--- src/rtl/elevator_car_ctrl_if.sv ---
// rtl/elevator_car_ctrl_if.sv - call/status bundle between the call logic and the car controller
// master: req_set, default_floor, hold_door, estop out; car status in
// slave : car status out (current_floor, dir_up, moving, door_open,
//         served_valid, served_floor, pending); calls and controls in
interface elevator_car_ctrl_if #(
    parameter int NUM_FLOORS = 8
);
    localparam int FW = $clog2(NUM_FLOORS);

    logic [NUM_FLOORS-1:0] req_set;
    logic [FW-1:0]         default_floor;
    logic                  hold_door;
    logic                  estop;
    logic [FW-1:0]         current_floor;
    logic                  dir_up;
    logic                  moving;
    logic                  door_open;
    logic                  served_valid;
    logic [FW-1:0]         served_floor;
    logic [NUM_FLOORS-1:0] pending;

    modport master (
        output req_set, default_floor, hold_door, estop,
        input  current_floor, dir_up, moving, door_open,
               served_valid, served_floor, pending
    );

    modport slave (
        input  req_set, default_floor, hold_door, estop,
        output current_floor, dir_up, moving, door_open,
               served_valid, served_floor, pending
    );
endinterface

--- src/rtl/elevator_car_ctrl.sv ---
// rtl/elevator_car_ctrl.sv - single-car LOOK elevator controller with tick, dwell, estop and parking
// clk, reset (async, active-high)
// bus (slave): req_set/default_floor/hold_door/estop in;
//              current_floor/dir_up/moving/door_open/served_valid/served_floor/pending out
module elevator_car_ctrl #(
    parameter int NUM_FLOORS   = 8,
    parameter int TICK_DIV     = 10,
    parameter int TRAVEL_TICKS = 1,
    parameter int DWELL_TICKS  = 2,
    parameter int PARK_TICKS   = 4
) (
    input  logic                clk,
    input  logic                reset,
    elevator_car_ctrl_if.slave  bus
);
    localparam int FW = $clog2(NUM_FLOORS);
    localparam int DW = $clog2(TICK_DIV);
    localparam int TW = $clog2(TRAVEL_TICKS + 1);
    localparam int CW = $clog2(DWELL_TICKS + 1);
    localparam int PW = $clog2(PARK_TICKS + 1);

    typedef enum logic [1:0] {S_IDLE, S_MOVE, S_DOOR, S_ESTOP} state_t;

    state_t                state;
    logic [DW-1:0]         div_cnt;
    logic [TW-1:0]         trav_cnt;
    logic [CW-1:0]         dwell_cnt;
    logic [PW-1:0]         park_cnt;
    logic                  park_mode;
    logic [FW-1:0]         cur_floor;
    logic                  dir_up_r;
    logic                  moving_r;
    logic                  door_r;
    logic                  served_v;
    logic [FW-1:0]         served_f;
    logic [NUM_FLOORS-1:0] pending_r;

    logic                  tick;
    logic [FW-1:0]         nxt;
    logic                  step;
    logic                  door_go;
    logic [FW-1:0]         door_floor;
    logic [NUM_FLOORS-1:0] clr;
    logic                  up_look;
    logic                  ahead;
    logic                  park_ok;

    function automatic logic calls_above(input logic [NUM_FLOORS-1:0] p, input logic [FW-1:0] f);
        logic r;
        r = 1'b0;
        for (int i = 0; i < NUM_FLOORS; i++)
            if (p[i] && (i > int'(f))) r = 1'b1;
        return r;
    endfunction

    function automatic logic calls_below(input logic [NUM_FLOORS-1:0] p, input logic [FW-1:0] f);
        logic r;
        r = 1'b0;
        for (int i = 0; i < NUM_FLOORS; i++)
            if (p[i] && (i < int'(f))) r = 1'b1;
        return r;
    endfunction

    always_comb begin
        tick    = (div_cnt == DW'(TICK_DIV - 1));
        nxt     = dir_up_r ? cur_floor + FW'(1) : cur_floor - FW'(1);
        step    = (state == S_MOVE) && tick && (trav_cnt == TW'(TRAVEL_TICKS - 1));
        up_look = calls_above(pending_r, cur_floor) &&
                  (dir_up_r || !calls_below(pending_r, cur_floor));
        ahead   = dir_up_r ? calls_above(pending_r, nxt) : calls_below(pending_r, nxt);
        park_ok = int'(bus.default_floor) < NUM_FLOORS;

        // Door entry is decided here so the pending clear lands in the same
        // cycle as the transition, on the floor the door opens at.
        door_go    = 1'b0;
        door_floor = cur_floor;
        if (!bus.estop) begin
            if (state == S_IDLE && pending_r[cur_floor]) begin
                door_go = 1'b1;
            end else if (step && pending_r[nxt]) begin
                door_go    = 1'b1;
                door_floor = nxt;
            end
        end

        clr = '0;
        if (state == S_DOOR) clr[cur_floor] = 1'b1;
        if (door_go) clr[door_floor] = 1'b1;
    end

    always_ff @(posedge clk or posedge reset) begin
        if (reset) begin
            state     <= S_IDLE;
            div_cnt   <= '0;
            trav_cnt  <= '0;
            dwell_cnt <= '0;
            park_cnt  <= '0;
            park_mode <= 1'b0;
            cur_floor <= '0;
            dir_up_r  <= 1'b1;
            moving_r  <= 1'b0;
            door_r    <= 1'b0;
            served_v  <= 1'b0;
            served_f  <= '0;
            pending_r <= '0;
        end else begin
            div_cnt   <= tick ? '0 : div_cnt + DW'(1);
            pending_r <= (pending_r | bus.req_set) & ~clr;
            served_v  <= 1'b0;

            if (bus.estop) begin
                state     <= S_ESTOP;
                moving_r  <= 1'b0;
                door_r    <= 1'b0;
                trav_cnt  <= '0;
                dwell_cnt <= '0;
                park_cnt  <= '0;
                park_mode <= 1'b0;
            end else begin
                case (state)
                    S_IDLE: begin
                        if (door_go) begin
                            state     <= S_DOOR;
                            door_r    <= 1'b1;
                            served_v  <= 1'b1;
                            served_f  <= cur_floor;
                            dwell_cnt <= '0;
                            park_cnt  <= '0;
                        end else if (pending_r != '0) begin
                            park_cnt <= '0;
                            if (tick) begin
                                state     <= S_MOVE;
                                moving_r  <= 1'b1;
                                trav_cnt  <= '0;
                                dir_up_r  <= up_look;
                                park_mode <= 1'b0;
                            end
                        end else if (park_cnt == PW'(PARK_TICKS)) begin
                            if (park_ok && cur_floor != bus.default_floor) begin
                                state     <= S_MOVE;
                                moving_r  <= 1'b1;
                                trav_cnt  <= '0;
                                dir_up_r  <= bus.default_floor > cur_floor;
                                park_mode <= 1'b1;
                                park_cnt  <= '0;
                            end
                        end else if (tick) begin
                            park_cnt <= park_cnt + PW'(1);
                        end
                    end

                    S_MOVE: begin
                        if (pending_r != '0) park_mode <= 1'b0;
                        if (tick) begin
                            if (step) begin
                                trav_cnt  <= '0;
                                cur_floor <= nxt;
                                // End floors pin the direction; the branches below may override.
                                if (nxt == FW'(NUM_FLOORS - 1)) dir_up_r <= 1'b0;
                                else if (nxt == '0)             dir_up_r <= 1'b1;
                                if (door_go) begin
                                    state     <= S_DOOR;
                                    moving_r  <= 1'b0;
                                    door_r    <= 1'b1;
                                    served_v  <= 1'b1;
                                    served_f  <= nxt;
                                    dwell_cnt <= '0;
                                end else if (park_mode && pending_r == '0 && nxt == bus.default_floor) begin
                                    state     <= S_IDLE;
                                    moving_r  <= 1'b0;
                                    park_mode <= 1'b0;
                                end else if (!ahead && pending_r != '0) begin
                                    dir_up_r <= !dir_up_r;
                                end else if (pending_r == '0 && !park_mode) begin
                                    state    <= S_IDLE;
                                    moving_r <= 1'b0;
                                end
                            end else begin
                                trav_cnt <= trav_cnt + TW'(1);
                            end
                        end
                    end

                    S_DOOR: begin
                        if (tick) begin
                            if (dwell_cnt == CW'(DWELL_TICKS - 1)) begin
                                dwell_cnt <= '0;
                                if (!bus.hold_door) begin
                                    state  <= S_IDLE;
                                    door_r <= 1'b0;
                                end
                            end else begin
                                dwell_cnt <= dwell_cnt + CW'(1);
                            end
                        end
                    end

                    default: begin
                        state <= S_IDLE;
                    end
                endcase
            end
        end
    end

    assign bus.current_floor = cur_floor;
    assign bus.dir_up        = dir_up_r;
    assign bus.moving        = moving_r;
    assign bus.door_open     = door_r;
    assign bus.served_valid  = served_v;
    assign bus.served_floor  = served_f;
    assign bus.pending       = pending_r;
endmodule

--- src/flat_wrapper.sv ---
// flat-port wrapper written by rule: the top's interface ports become plain ports
module elevator_car_ctrl_flat 
#(
    parameter int NUM_FLOORS   = 8,
    parameter int TICK_DIV     = 10,
    parameter int TRAVEL_TICKS = 1,
    parameter int DWELL_TICKS  = 2,
    parameter int PARK_TICKS   = 4
)
  (clk, reset, bus_req_set, bus_default_floor, bus_hold_door, bus_estop, bus_current_floor, bus_dir_up, bus_moving, bus_door_open, bus_served_valid, bus_served_floor, bus_pending);
  elevator_car_ctrl_if #(.NUM_FLOORS(NUM_FLOORS)) bus_i ();
  input  logic clk;
  input  logic reset;
  input wire logic [$bits(bus_i.req_set)-1:0] bus_req_set;
  input wire logic [$bits(bus_i.default_floor)-1:0] bus_default_floor;
  input wire logic [$bits(bus_i.hold_door)-1:0] bus_hold_door;
  input wire logic [$bits(bus_i.estop)-1:0] bus_estop;
  output wire logic [$bits(bus_i.current_floor)-1:0] bus_current_floor;
  output wire logic [$bits(bus_i.dir_up)-1:0] bus_dir_up;
  output wire logic [$bits(bus_i.moving)-1:0] bus_moving;
  output wire logic [$bits(bus_i.door_open)-1:0] bus_door_open;
  output wire logic [$bits(bus_i.served_valid)-1:0] bus_served_valid;
  output wire logic [$bits(bus_i.served_floor)-1:0] bus_served_floor;
  output wire logic [$bits(bus_i.pending)-1:0] bus_pending;
  assign bus_i.req_set = bus_req_set;
  assign bus_i.default_floor = bus_default_floor;
  assign bus_i.hold_door = bus_hold_door;
  assign bus_i.estop = bus_estop;
  assign bus_current_floor = bus_i.current_floor;
  assign bus_dir_up = bus_i.dir_up;
  assign bus_moving = bus_i.moving;
  assign bus_door_open = bus_i.door_open;
  assign bus_served_valid = bus_i.served_valid;
  assign bus_served_floor = bus_i.served_floor;
  assign bus_pending = bus_i.pending;
  elevator_car_ctrl #(.NUM_FLOORS(NUM_FLOORS), .TICK_DIV(TICK_DIV), .TRAVEL_TICKS(TRAVEL_TICKS), .DWELL_TICKS(DWELL_TICKS), .PARK_TICKS(PARK_TICKS)) u_core (.clk(clk), .reset(reset), .bus(bus_i));
endmodule
--- config.mk ---
export PLATFORM = sky130hd
export DESIGN_NAME = elevator_car_ctrl_flat
export DESIGN_NICKNAME = d
export VERILOG_FILES = /design/src/rtl/elevator_car_ctrl_if.sv /design/src/rtl/elevator_car_ctrl.sv /design/src/flat_wrapper.sv
export SDC_FILE = /design/constraint.sdc
export NUM_CORES = 1
export LEC_CHECK = 0
export CORE_UTILIZATION = 50
export DETAILED_ROUTE_END_ITERATION = 16
export DONT_BUFFER_PORTS = 1
export SYNTH_ARGS = -nofsm -noshare
export SYNTH_HDL_FRONTEND = slang
export SYNTH_SLANG_ARGS = --single-unit
--- constraint.sdc ---
create_clock -name clk -period 5.3 [get_ports clk]
set_clock_uncertainty 0.2 [all_clocks]
set_input_delay 1.325 -clock clk [delete_from_list [all_inputs] [get_ports clk]]
set_output_delay 1.325 -clock clk [all_outputs]
set_load 0.02 [all_outputs]
==> reports/qor.txt <==
status = completed
CP endpoint kind = flip-flop
Syn Inst Count = 294
M3 GR Usage = 0.0488
global-route wire length before repair = 10,800 um
synthesized flop and latch total = 31
setup_tns = 0 ps
Min-Delay Path Class = flip-flop to flip-flop
postcts setup bufs = 0
Rows = 25
Max-Cap Viols = 0
CTS buffer count = 5
vias in the first global route = 2,061
Hold Fails Final Rpt = 0
Ports = 33
GP Congestion = 0.845
GR Util All Layers = 0.264
DP Wirelength = 4880 um
met1 Use GR = 0.366
worst slew pin tran = 756 ps
FMAX = 266 MHz
Resized cells post-CTS = 0
RSZ-0062 raised after global routing = false
CP Class = flip-flop to flip-flop
average vias per placed instance = 6.34
critical path peak fanout = 16
Post-synth EDFFs = 0
CP Data Arrival Time = 3760 ps
ANT nets after route = 0
minimum clock period = 3760 ps
Antenna diodes = 0
max-slew violations = 0
residual DRC count = 0
maximum clock insertion buffer count = 2
Synth-to-Final Area Change = 5.40%
pin count of the biggest net entering global routing = 32
worst skew pair latency = 290 ps
die area = 0.00548 mm^2
ys async rst share = 1.00
CP startpoint kind = flip-flop
CTS sink count = 31
gr busiest metal = met2
layout cell share with drive strength beyond 1 = 0.131
Root Buffer = clkbuf_8
WL/cell = 19.1 um
port buffer count = 0
Worst VDD drop = 0.000327 V
die extent in y = 74.0 um
Finished Cell Area = 0.00274 mm^2
Synth cell types = 76
CP required = 5290 ps
die width = 74.0 um
Final #Nets = 314
initial antenna violation count = 0
Final period util = 0.710
Seq/Total Area, Yosys = 0.299
mapped cell area = 0.00259 mm^2
hold_buf cts = 0
setup violators final = 0
PD cells = 570 mW/mm^2
drt first pass iters = 4
initial DRC count = 141
Ys Warns = 0
CTS tree = done
Clk pin slew, worst setup/hold paths = 70 ps
grt ovf = 0
H-tree Lvls = 2
Via Count = 2,256
Pwr Total = 0.00156 W
Initial Util = 0.535
grt met2 use = 0.419
Post-synth top flop = dfrtp_1
leakage = 1.11 nW
Slew HR = 0.489
synthesized area per cell = 8.83 um^2
placed inst area = 0.00262 mm^2
final WL = 6810 um
core area = 0.00485 mm^2
syn_nets = 320
registers in the layout, summed over array words and instances, names as in the netlist:
register / cells
u_core.bus.dir_up: 1
u_core.bus.served_valid: 1
u_core.bus.served_floor: 3
u_core.park_mode: 1
u_core.bus.pending: 8
u_core.dwell_cnt: 2
u_core.bus.current_floor: 3
u_core.div_cnt: 4
u_core.park_cnt: 3
u_core.bus.door_open: 1
u_core.trav_cnt: 1
u_core.state: 2
u_core.bus.moving: 1
final timing paths:
path	slack, ps	endpoint	from	cells after the start
worst min register to register	320	u_core.park_cnt[1]$_DFFE_PP0P_	u_core.park_cnt[1]$_DFFE_PP0P_	2
min in group asynchronous	810	u_core.bus.current_floor[0]$_DFFE_PP0P_	reset	2
worst max register to register	1540	u_core.bus.moving$_DFFE_PP0P_	u_core.bus.current_floor[1]$_DFFE_PP0P_	8
worst min-delay path	320	u_core.park_cnt[1]$_DFFE_PP0P_	u_core.park_cnt[1]$_DFFE_PP0P_	2
max in group asynchronous	3770	u_core.bus.dir_up$_DFFE_PP1P_	reset	2
worst max-delay path	1540	u_core.bus.moving$_DFFE_PP0P_	u_core.bus.current_floor[1]$_DFFE_PP0P_	8
routing by layer:
metal | vias up | wire, um
li1 | 1082 | -
met3 | 13 | 386
met2 | 69 | 3280
met1 | 1092 | 3020
met4 | 0 | 118
met5 | - | 0
metrics by stage:
step / cells / setup slack (ps) / utilization / hold WS, ps
after floorplan: 294 / 1910 / - / 275
after global routing: 356 / 1340 / 0.564 / 346
after global placement: 348 / 1650 / 0.540 / 299
after detailed placement: 348 / 1560 / 0.540 / 309
final: 356 / 1540 / 0.564 / 318
after CTS: 356 / 1550 / 0.564 / 323
synthesized netlist by cell type (2+ instances only):
cell type  count  area share
nor2_1        37       0.054
dfrtp_1       30        0.29
nand2_1       21       0.030
inv_1         17       0.025
o21ai_0       15       0.029
a21oi_1       13       0.025
ha_1          11       0.053
nand2b_1       9       0.022
a221oi_1       8       0.027
clkbuf_1       8       0.012
nand3_1        8       0.015
o22ai_1        5       0.012
a221oi_2       4       0.023
a31oi_1        4      0.0096
buf_2          4      0.0077
nor3_1         4      0.0077
xnor2_1        4       0.013
a22oi_1        3      0.0087
and2_1         3      0.0072
mux2_2         3       0.013
mux2i_1        3       0.012
nand3b_1       3      0.0087
o221ai_1       3       0.010
a21o_1         2      0.0058
a22o_1         2      0.0068
a2bb2oi_1      2      0.0068
a311o_1        2      0.0077
a311oi_1       2      0.0068
and3b_1        2      0.0068
buf_6          2      0.0087
inv_2          2      0.0029
mux2_1         2      0.0087
nor2b_1        2      0.0048
nor4_2         2      0.0096
nor4b_1        2      0.0068
o2111ai_1      2      0.0068
o211ai_1       2      0.0058
o21a_1         2      0.0058
o21ai_1        2      0.0039
o2bb2ai_1      2      0.0068
o32ai_1        2      0.0068
or2_1          2      0.0048
or3b_1         2      0.0068
xnor2_2        2       0.013
placed cells by master (no fill, tap or decap), types with 3 or more instances in the layout:
cell      count
nand3b_1      3
buf_4         3
mux2_2        3
mux2i_1       3
a21oi_1      13
o221ai_1      3
a22oi_1       3
nand2b_1      9
nor3_1        4
a221oi_1      8
nand2_1      21
nor2_1       37
clkbuf_8      6
ha_1         11
and2_1        3
a221oi_2      4
a31oi_1       4
o22ai_1       5
inv_1        17
xnor2_1       4
o21ai_0      15
nand3_1       8
dfrtp_1      30
critical path, stage by stage (launching register included):
cell,delay [ps]
dfrtp_1,750
inv_2,260
ha_1,580
xor2_2,340
mux2_4,350
a221oi_4,440
o31ai_2,190
or2_1,280
a221oi_2,270
logic make-up after synthesis:
kind of cell,Yosys count,synth area share
buf+inv,35,0.0598
xor+xnor,9,0.0444
fa+ha+maj,11,0.0530
flops,31,0.299
mux,10,0.0477
compound gates,92,0.279
simple gates,106,0.216
power breakdown:
group          switching (W)  internal, W  total, W
clock              0.0000991     0.000152  0.000251
combinational       0.000536     0.000347  0.000883
sequential          0.000142     0.000284  0.000426
total               0.000777     0.000783   0.00156
cell type report:
| cell class | instances | area [um^2] |
|---|---|---|
| clock buffer | 6 | 82.6 |
| tap | 67 | 83.8 |
| inverter | 19 | 71.3 |
| fill | 455 | 2110 |
| timing repair buffer | 3 | 22.5 |
| sequential | 31 | 777 |
| clock inverter | 2 | 35.0 |
| multi-input combinational | 228 | 1660 |
No activity file was read; power rests on OpenSTA's default activity.
